## src/rtl/mips_pkg.sv

```systemverilog
// mips_pkg: shared widths, encodings and the IF/ID entry type for the pipelined MIPS core
package mips_pkg;

    localparam int          DEF_INSTR_W   = 32;
    localparam int          DEF_PC_W      = 32;
    localparam int          DEF_PC_INC    = 4;
    localparam int          DEF_CNT_W     = 16;
    // sll $0,$0,0 encodes as all zeros
    localparam logic [31:0] DEF_NOP_INSTR = 32'h0000_0000;

    typedef struct packed {
        logic [DEF_INSTR_W-1:0] instr;
        logic [DEF_PC_W-1:0]    pc_next;
    } if_id_t;

endpackage

```

## src/rtl/sat_counter.sv

```systemverilog
// sat_counter: CNT_W-wide event counter that sticks at all-ones
module sat_counter #(
    parameter int CNT_W = 16
) (
    input  logic             clk,
    input  logic             reset,
    input  logic             inc,
    output logic [CNT_W-1:0] cnt
);

    logic [CNT_W-1:0] cnt_q;
    logic [CNT_W-1:0] cnt_d;

    // advance only while below the ceiling
    always_comb begin
        cnt_d = (inc && cnt_q != '1) ? cnt_q + 1'b1 : cnt_q;
    end

    // counter state, cleared asynchronously
    always_ff @(posedge clk or negedge reset) begin
        if (!reset) cnt_q <= '0;
        else        cnt_q <= cnt_d;
    end

    assign cnt = cnt_q;

endmodule

```

## src/rtl/if_id_skid_reg.sv

```systemverilog
// if_id_skid_reg: IF/ID pipeline register with 2-entry skid buffer, flush and perf counters
module if_id_skid_reg
    import mips_pkg::*;
#(
    parameter int                  INSTR_W   = DEF_INSTR_W,
    parameter int                  PC_W      = DEF_PC_W,
    parameter logic [PC_W-1:0]     PC_INC    = PC_W'(DEF_PC_INC),
    parameter logic [INSTR_W-1:0]  NOP_INSTR = INSTR_W'(DEF_NOP_INSTR),
    parameter int                  CNT_W     = DEF_CNT_W
) (
    input  logic               clk,
    input  logic               reset,
    input  logic               in_valid,
    output logic               in_ready,
    input  logic [INSTR_W-1:0] in_instr,
    input  logic [PC_W-1:0]    in_pc,
    output logic               out_valid,
    input  logic               out_ready,
    output logic [INSTR_W-1:0] out_instr,
    output logic [PC_W-1:0]    out_pc_next,
    input  logic               flush,
    output logic [CNT_W-1:0]   stall_cnt,
    output logic [CNT_W-1:0]   flush_cnt
);

    // same layout as if_id_t, sized by this instance's parameters
    typedef struct packed {
        logic [INSTR_W-1:0] instr;
        logic [PC_W-1:0]    pc_next;
    } entry_t;

    entry_t main_q, main_d;
    entry_t skid_q, skid_d;
    logic   out_valid_q, out_valid_d;
    logic   skid_valid_q, skid_valid_d;
    entry_t in_entry;
    logic   accept;

    assign in_ready = ~skid_valid_q;
    assign accept   = in_valid & in_ready;
    assign in_entry = '{instr: in_instr, pc_next: in_pc + PC_INC};

    // next-state: flush wins; a free output prefers the skid entry over new input
    always_comb begin
        main_d       = main_q;
        skid_d       = skid_q;
        out_valid_d  = out_valid_q;
        skid_valid_d = skid_valid_q;
        if (flush) begin
            out_valid_d  = 1'b0;
            skid_valid_d = 1'b0;
            main_d       = '{instr: NOP_INSTR, pc_next: '0};
        end else if (!out_valid_q || out_ready) begin
            if (skid_valid_q) begin
                out_valid_d  = 1'b1;
                main_d       = skid_q;
                skid_valid_d = 1'b0;
            end else if (accept) begin
                out_valid_d = 1'b1;
                main_d      = in_entry;
            end else begin
                out_valid_d  = 1'b0;
                main_d.instr = NOP_INSTR;
            end
        end else if (accept) begin
            skid_valid_d = 1'b1;
            skid_d       = in_entry;
        end
    end

    // main and skid entries with their valid bits
    always_ff @(posedge clk or negedge reset) begin
        if (!reset) begin
            main_q       <= '{instr: NOP_INSTR, pc_next: '0};
            skid_q       <= '0;
            out_valid_q  <= 1'b0;
            skid_valid_q <= 1'b0;
        end else begin
            main_q       <= main_d;
            skid_q       <= skid_d;
            out_valid_q  <= out_valid_d;
            skid_valid_q <= skid_valid_d;
        end
    end

    assign out_valid   = out_valid_q;
    assign out_instr   = main_q.instr;
    assign out_pc_next = main_q.pc_next;

    sat_counter #(.CNT_W(CNT_W)) u_stall_cnt (
        .clk   (clk),
        .reset (reset),
        .inc   (out_valid_q & ~out_ready & ~flush),
        .cnt   (stall_cnt)
    );

    sat_counter #(.CNT_W(CNT_W)) u_flush_cnt (
        .clk   (clk),
        .reset (reset),
        .inc   (flush & (out_valid_q | skid_valid_q)),
        .cnt   (flush_cnt)
    );

endmodule

```

## config.mk

```make
export PLATFORM = sky130hd
export DESIGN_NAME = if_id_skid_reg
export DESIGN_NICKNAME = d
export VERILOG_FILES = /design/src/rtl/mips_pkg.sv /design/src/rtl/sat_counter.sv /design/src/rtl/if_id_skid_reg.sv
export SDC_FILE = /design/constraint.sdc
export NUM_CORES = 1
export LEC_CHECK = 0
export BUFFER_PORTS_ARGS = -buffer_cell sky130_fd_sc_hd__buf_2
export CORE_MARGIN = 5
export CORE_UTILIZATION = 35
export DETAILED_ROUTE_END_ITERATION = 7
export GPL_TIMING_DRIVEN = 0
export PLACE_DENSITY = 0.66
export SYNTH_ARGS = -nofsm -noshare
export SYNTH_HDL_FRONTEND = slang
export SYNTH_HIERARCHICAL = 1
export SYNTH_SLANG_ARGS = --single-unit
export TNS_END_PERCENT = 5
```

## constraint.sdc

```tcl
create_clock -name clk -period 2.1 [get_ports clk]
set_clock_uncertainty 0.1 [all_clocks]
set_input_delay 0.105 -clock clk [delete_from_list [all_inputs] [get_ports clk]]
set_output_delay 0.105 -clock clk [all_outputs]
set_load 0.01 [all_outputs]
```

==> flow_metrics.env <==
export IMPL_fin_ws_ns=0.0363
export IMPL_async_flop_share_pct=100
export IMPL_synth_area_mm2=0.00742
export IMPL_nets=1001
export IMPL_r2r_worst_path_cells=7
export IMPL_ir_worst_vdd_v=0.000471
export IMPL_drtPass1Iterations=5
export IMPL_min_period_ns=2.06
export IMPL_yosys_area_top_type_share_pct=54.6
export IMPL_clock_latency_ns=0.42
export IMPL_die_w_um=156
export IMPL_final_antenna_net_count=0
export IMPL_synth_cell_types=43
export IMPL_clk_pin_slew_ns=0.06
export IMPL_synth_warnings=6
export IMPL_cp_max_fo=8
export IMPL_syn_nets=749
export IMPL_yosysTopAreaCell="dfrtp_1"
export IMPL_antenna_found_initial=0
export IMPL_drv_slew=0
export IMPL_end_kind="flop"
export IMPL_cp_num_buf_inv=2
export IMPL_cts_tree="done"
export IMPL_grt_pass1_wl_mm=33.4
export IMPL_cts_buffers=17
export IMPL_grt_setup_unrepaired="yes"
export IMPL_grt_max_degree=83
export IMPL_critPathRequiredTime_ns=2.29
export IMPL_port_buffers=165
export IMPL_r2r_start="skid_valid_q$_DFFE_PN0P_"
export IMPL_start_kind="input port"
export IMPL_ys_dominant_reg_cell="dfrtp_1"
export IMPL_dp_cells=1118
export IMPL_gp_congestion=0.787
export IMPL_reg2reg_slack_ns=0.11
export IMPL_drv_cap=0
export IMPL_cpMaxStageDelayCell="nor4_1"
export IMPL_worstHoldStart="in_pc[2]"
export IMPL_finalNonFillerCells=1217
export IMPL_synth_avg_cell_area_um2=11.0
export IMPL_routedWlPerCell_um=17.1
export IMPL_max_freq_ghz=0.485
export IMPL_p_leak_uw=0.00461
export IMPL_holdPathEnd="out_pc_next[2]$_DFFE_PN0P_"
export IMPL_postSynthCellCount=677
export IMPL_synth_most_common_cell="dfrtp_1"
export IMPL_num_vias=6128
export IMPL_wl_mm=20.8
export IMPL_ios=167
export IMPL_start_util_pct=35.4
export IMPL_rows=53
export IMPL_vias_per_cell=5.04
export IMPL_path_cells="dlygate4sd3_1 -> buf_2 -> nand3_2 -> nor4_1 -> nand4_1 -> xor2_1 -> o21ai_0"
export IMPL_slowest_delay_ns=0.74
export IMPL_path_delay_family="simple AND/OR/NAND/NOR gates"
export IMPL_synth_edf_count=0
export IMPL_worstHoldPathCells=4
export IMPL_cts_max_path_buffers=2
export IMPL_ys_seq_elements=162
export IMPL_die_h_um=156
export IMPL_synth_yosys_seq_area_share_pct=54.6
export IMPL_first_iter_violations=322
export IMPL_cts_root_buf="clkbuf_16"
export IMPL_grtUsageTotal_pct=17.4
export IMPL_hp_class="in -> reg"
export IMPL_area_growth_pct=33.9
export IMPL_grt_overflow_total=0
export IMPL_crit_arrival_ns=2.26
export IMPL_synth_common_cells="dfrtp_1, nand2_1, o21ai_0, a22oi_1, mux2_2"
export IMPL_p_per_area_mw_per_mm2=834
export IMPL_r2r_end="u_flush_cnt/cnt[7]$_DFFE_PN0P_"
export IMPL_drive_above_1_share_pct=29.8
export IMPL_cts_sinks=162
export IMPL_htreeDepth=4
export IMPL_crit_type="in -> reg"
export IMPL_finalSetupViolations=0
export IMPL_tightestPinTransition_ns=0.891
export IMPL_finalHoldViolCount=0
export IMPL_n_antenna_cell=0
export IMPL_status="finished, final reports clean"
export IMPL_fp_coreArea_mm2=0.0210
export IMPL_die_area_mm2=0.0242
export IMPL_relSlewSlack_pct=40.0
export IMPL_final_period_utilization_pct=98.3
export IMPL_place_ws_ns=-0.607
export IMPL_post_dp_hpwl_mm=14.5
export IMPL_drc=0
export IMPL_grt_pass1_vias=6173
export IMPL_synthTopCellsByArea="dfrtp_1, a22oi_1, mux2_2"
[metal layers]
metal	routed length, µm	global-route usage, %
met1	9450	24.1
met2	9920	27.8
met3	950	3.38
met4	444	5.25
met5	0	0
[stage by stage]
stage	hold slack, ns	total power (µW)	TNS [ns]	utilization (%)	cell area, µm²
CTS	0.00999	8390	0	47.2	9890
global route	0.0277	8760	-0.00691	47.4	9940
global placement	0.254	5050	-290.74	41.0	8590
detailed placement	0.0362	5110	-11.45	41.2	8630
finish	0.0225	8290	0	47.4	9940
floorplan	-0.291	4540	0	-	7420
[sequential cells by signal, indices dropped and copies added, names as in the netlist]
register	count
out_pc_next	32
out_valid	1
u_stall_cnt/cnt	16
out_instr	32
u_flush_cnt/cnt	16
skid_valid_q	1
skid_q	64
[report_power, final]
part | internal [µW] | switching, µW
Sequential | 3580 | 341
Clock | 1800 | 1350
Combinational | 584 | 635
Total | 5960 | 2330
[final cells by class]
cell class,count,area (µm²)
fillers,1979,11000
flip-flops and latches,162,4050
multi-input cells,475,3220
repair buffers,233,1530
clock buffers,18,439
well taps,275,344
plain buffers,34,174
clock inverters,14,153
inverters,6,22.5
[kinds of logic (layout without fill, tap and decap cells)]
group	Yosys count	in the layout	share of synthesized area [%]
AND/OR/NAND/NOR	203	203	16.1
AO/OA/AOI/OAI	187	187	15.7
flip-flops	162	162	54.6
XOR/XNOR	42	42	4.96
multiplexers	40	40	6.02
buffers and inverters	40	305	2.16
adder cells (fa/ha/maj)	3	3	0.506
[worst reg2reg max path, cell delays in order (launching register included)]
cell	delay (ns)
dfrtp_1	0.38
clkbuf_4	0.20
clkbuf_8	0.20
o21a_4	0.26
and3_2	0.26
and4_2	0.26
a31oi_1	0.16
a31oi_1	0.05
[placed cells by master (no fill, tap or decap), types with 16 or more instances in the layout]
master	synthesis	layout
buf_2	8	169
dfrtp_1	162	162
nand2_1	89	89
o21ai_0	73	73
dlygate4sd3_1	0	65
a22oi_1	52	52
mux2_2	33	33
o21ai_1	23	23
nand3_1	22	22
nand4_1	22	22
xor2_1	21	21
xnor2_1	21	21
nor2_1	19	19
clkbuf_16	0	17
clkbuf_1	23	16
[how the worst max path moves through the flow]
stage / cells after the start / end / startpoint / slack [ns]
final: 7 / skid_q[30]$_DFFE_PN0P_ / in_pc[8] / 0.04
after global routing: 8 / skid_q[61]$_DFFE_PN0P_ / in_valid / -0.004
after detailed placement: 7 / u_flush_cnt/cnt[5]$_DFFE_PN0P_ / skid_valid_q$_DFFE_PN0P_ / -0.61
after CTS: 8 / skid_q[58]$_DFFE_PN0P_ / in_valid / 0.01
after global placement: 1 / u_flush_cnt/cnt[8]$_DFFE_PN0P_ / reset / -1.74
after floorplan: 7 / u_stall_cnt/cnt[5]$_DFFE_PN0P_ / out_valid$_DFFE_PN0N_ / 0.05
[timing repair]
| item | 4_1_cts | 5_1_grt |
|---|---|---|
| setup buffers | 0 | 2 |
| endpoints found under the setup margin | 31 | 40 |
| pin swaps | 0 | 1 |
| hold buffers | 65 | 0 |
| endpoints found under the hold margin | 199 | 0 |
| gates resized for setup | 8 | 19 |
Note: power is estimated with default switching activity, not from simulation.
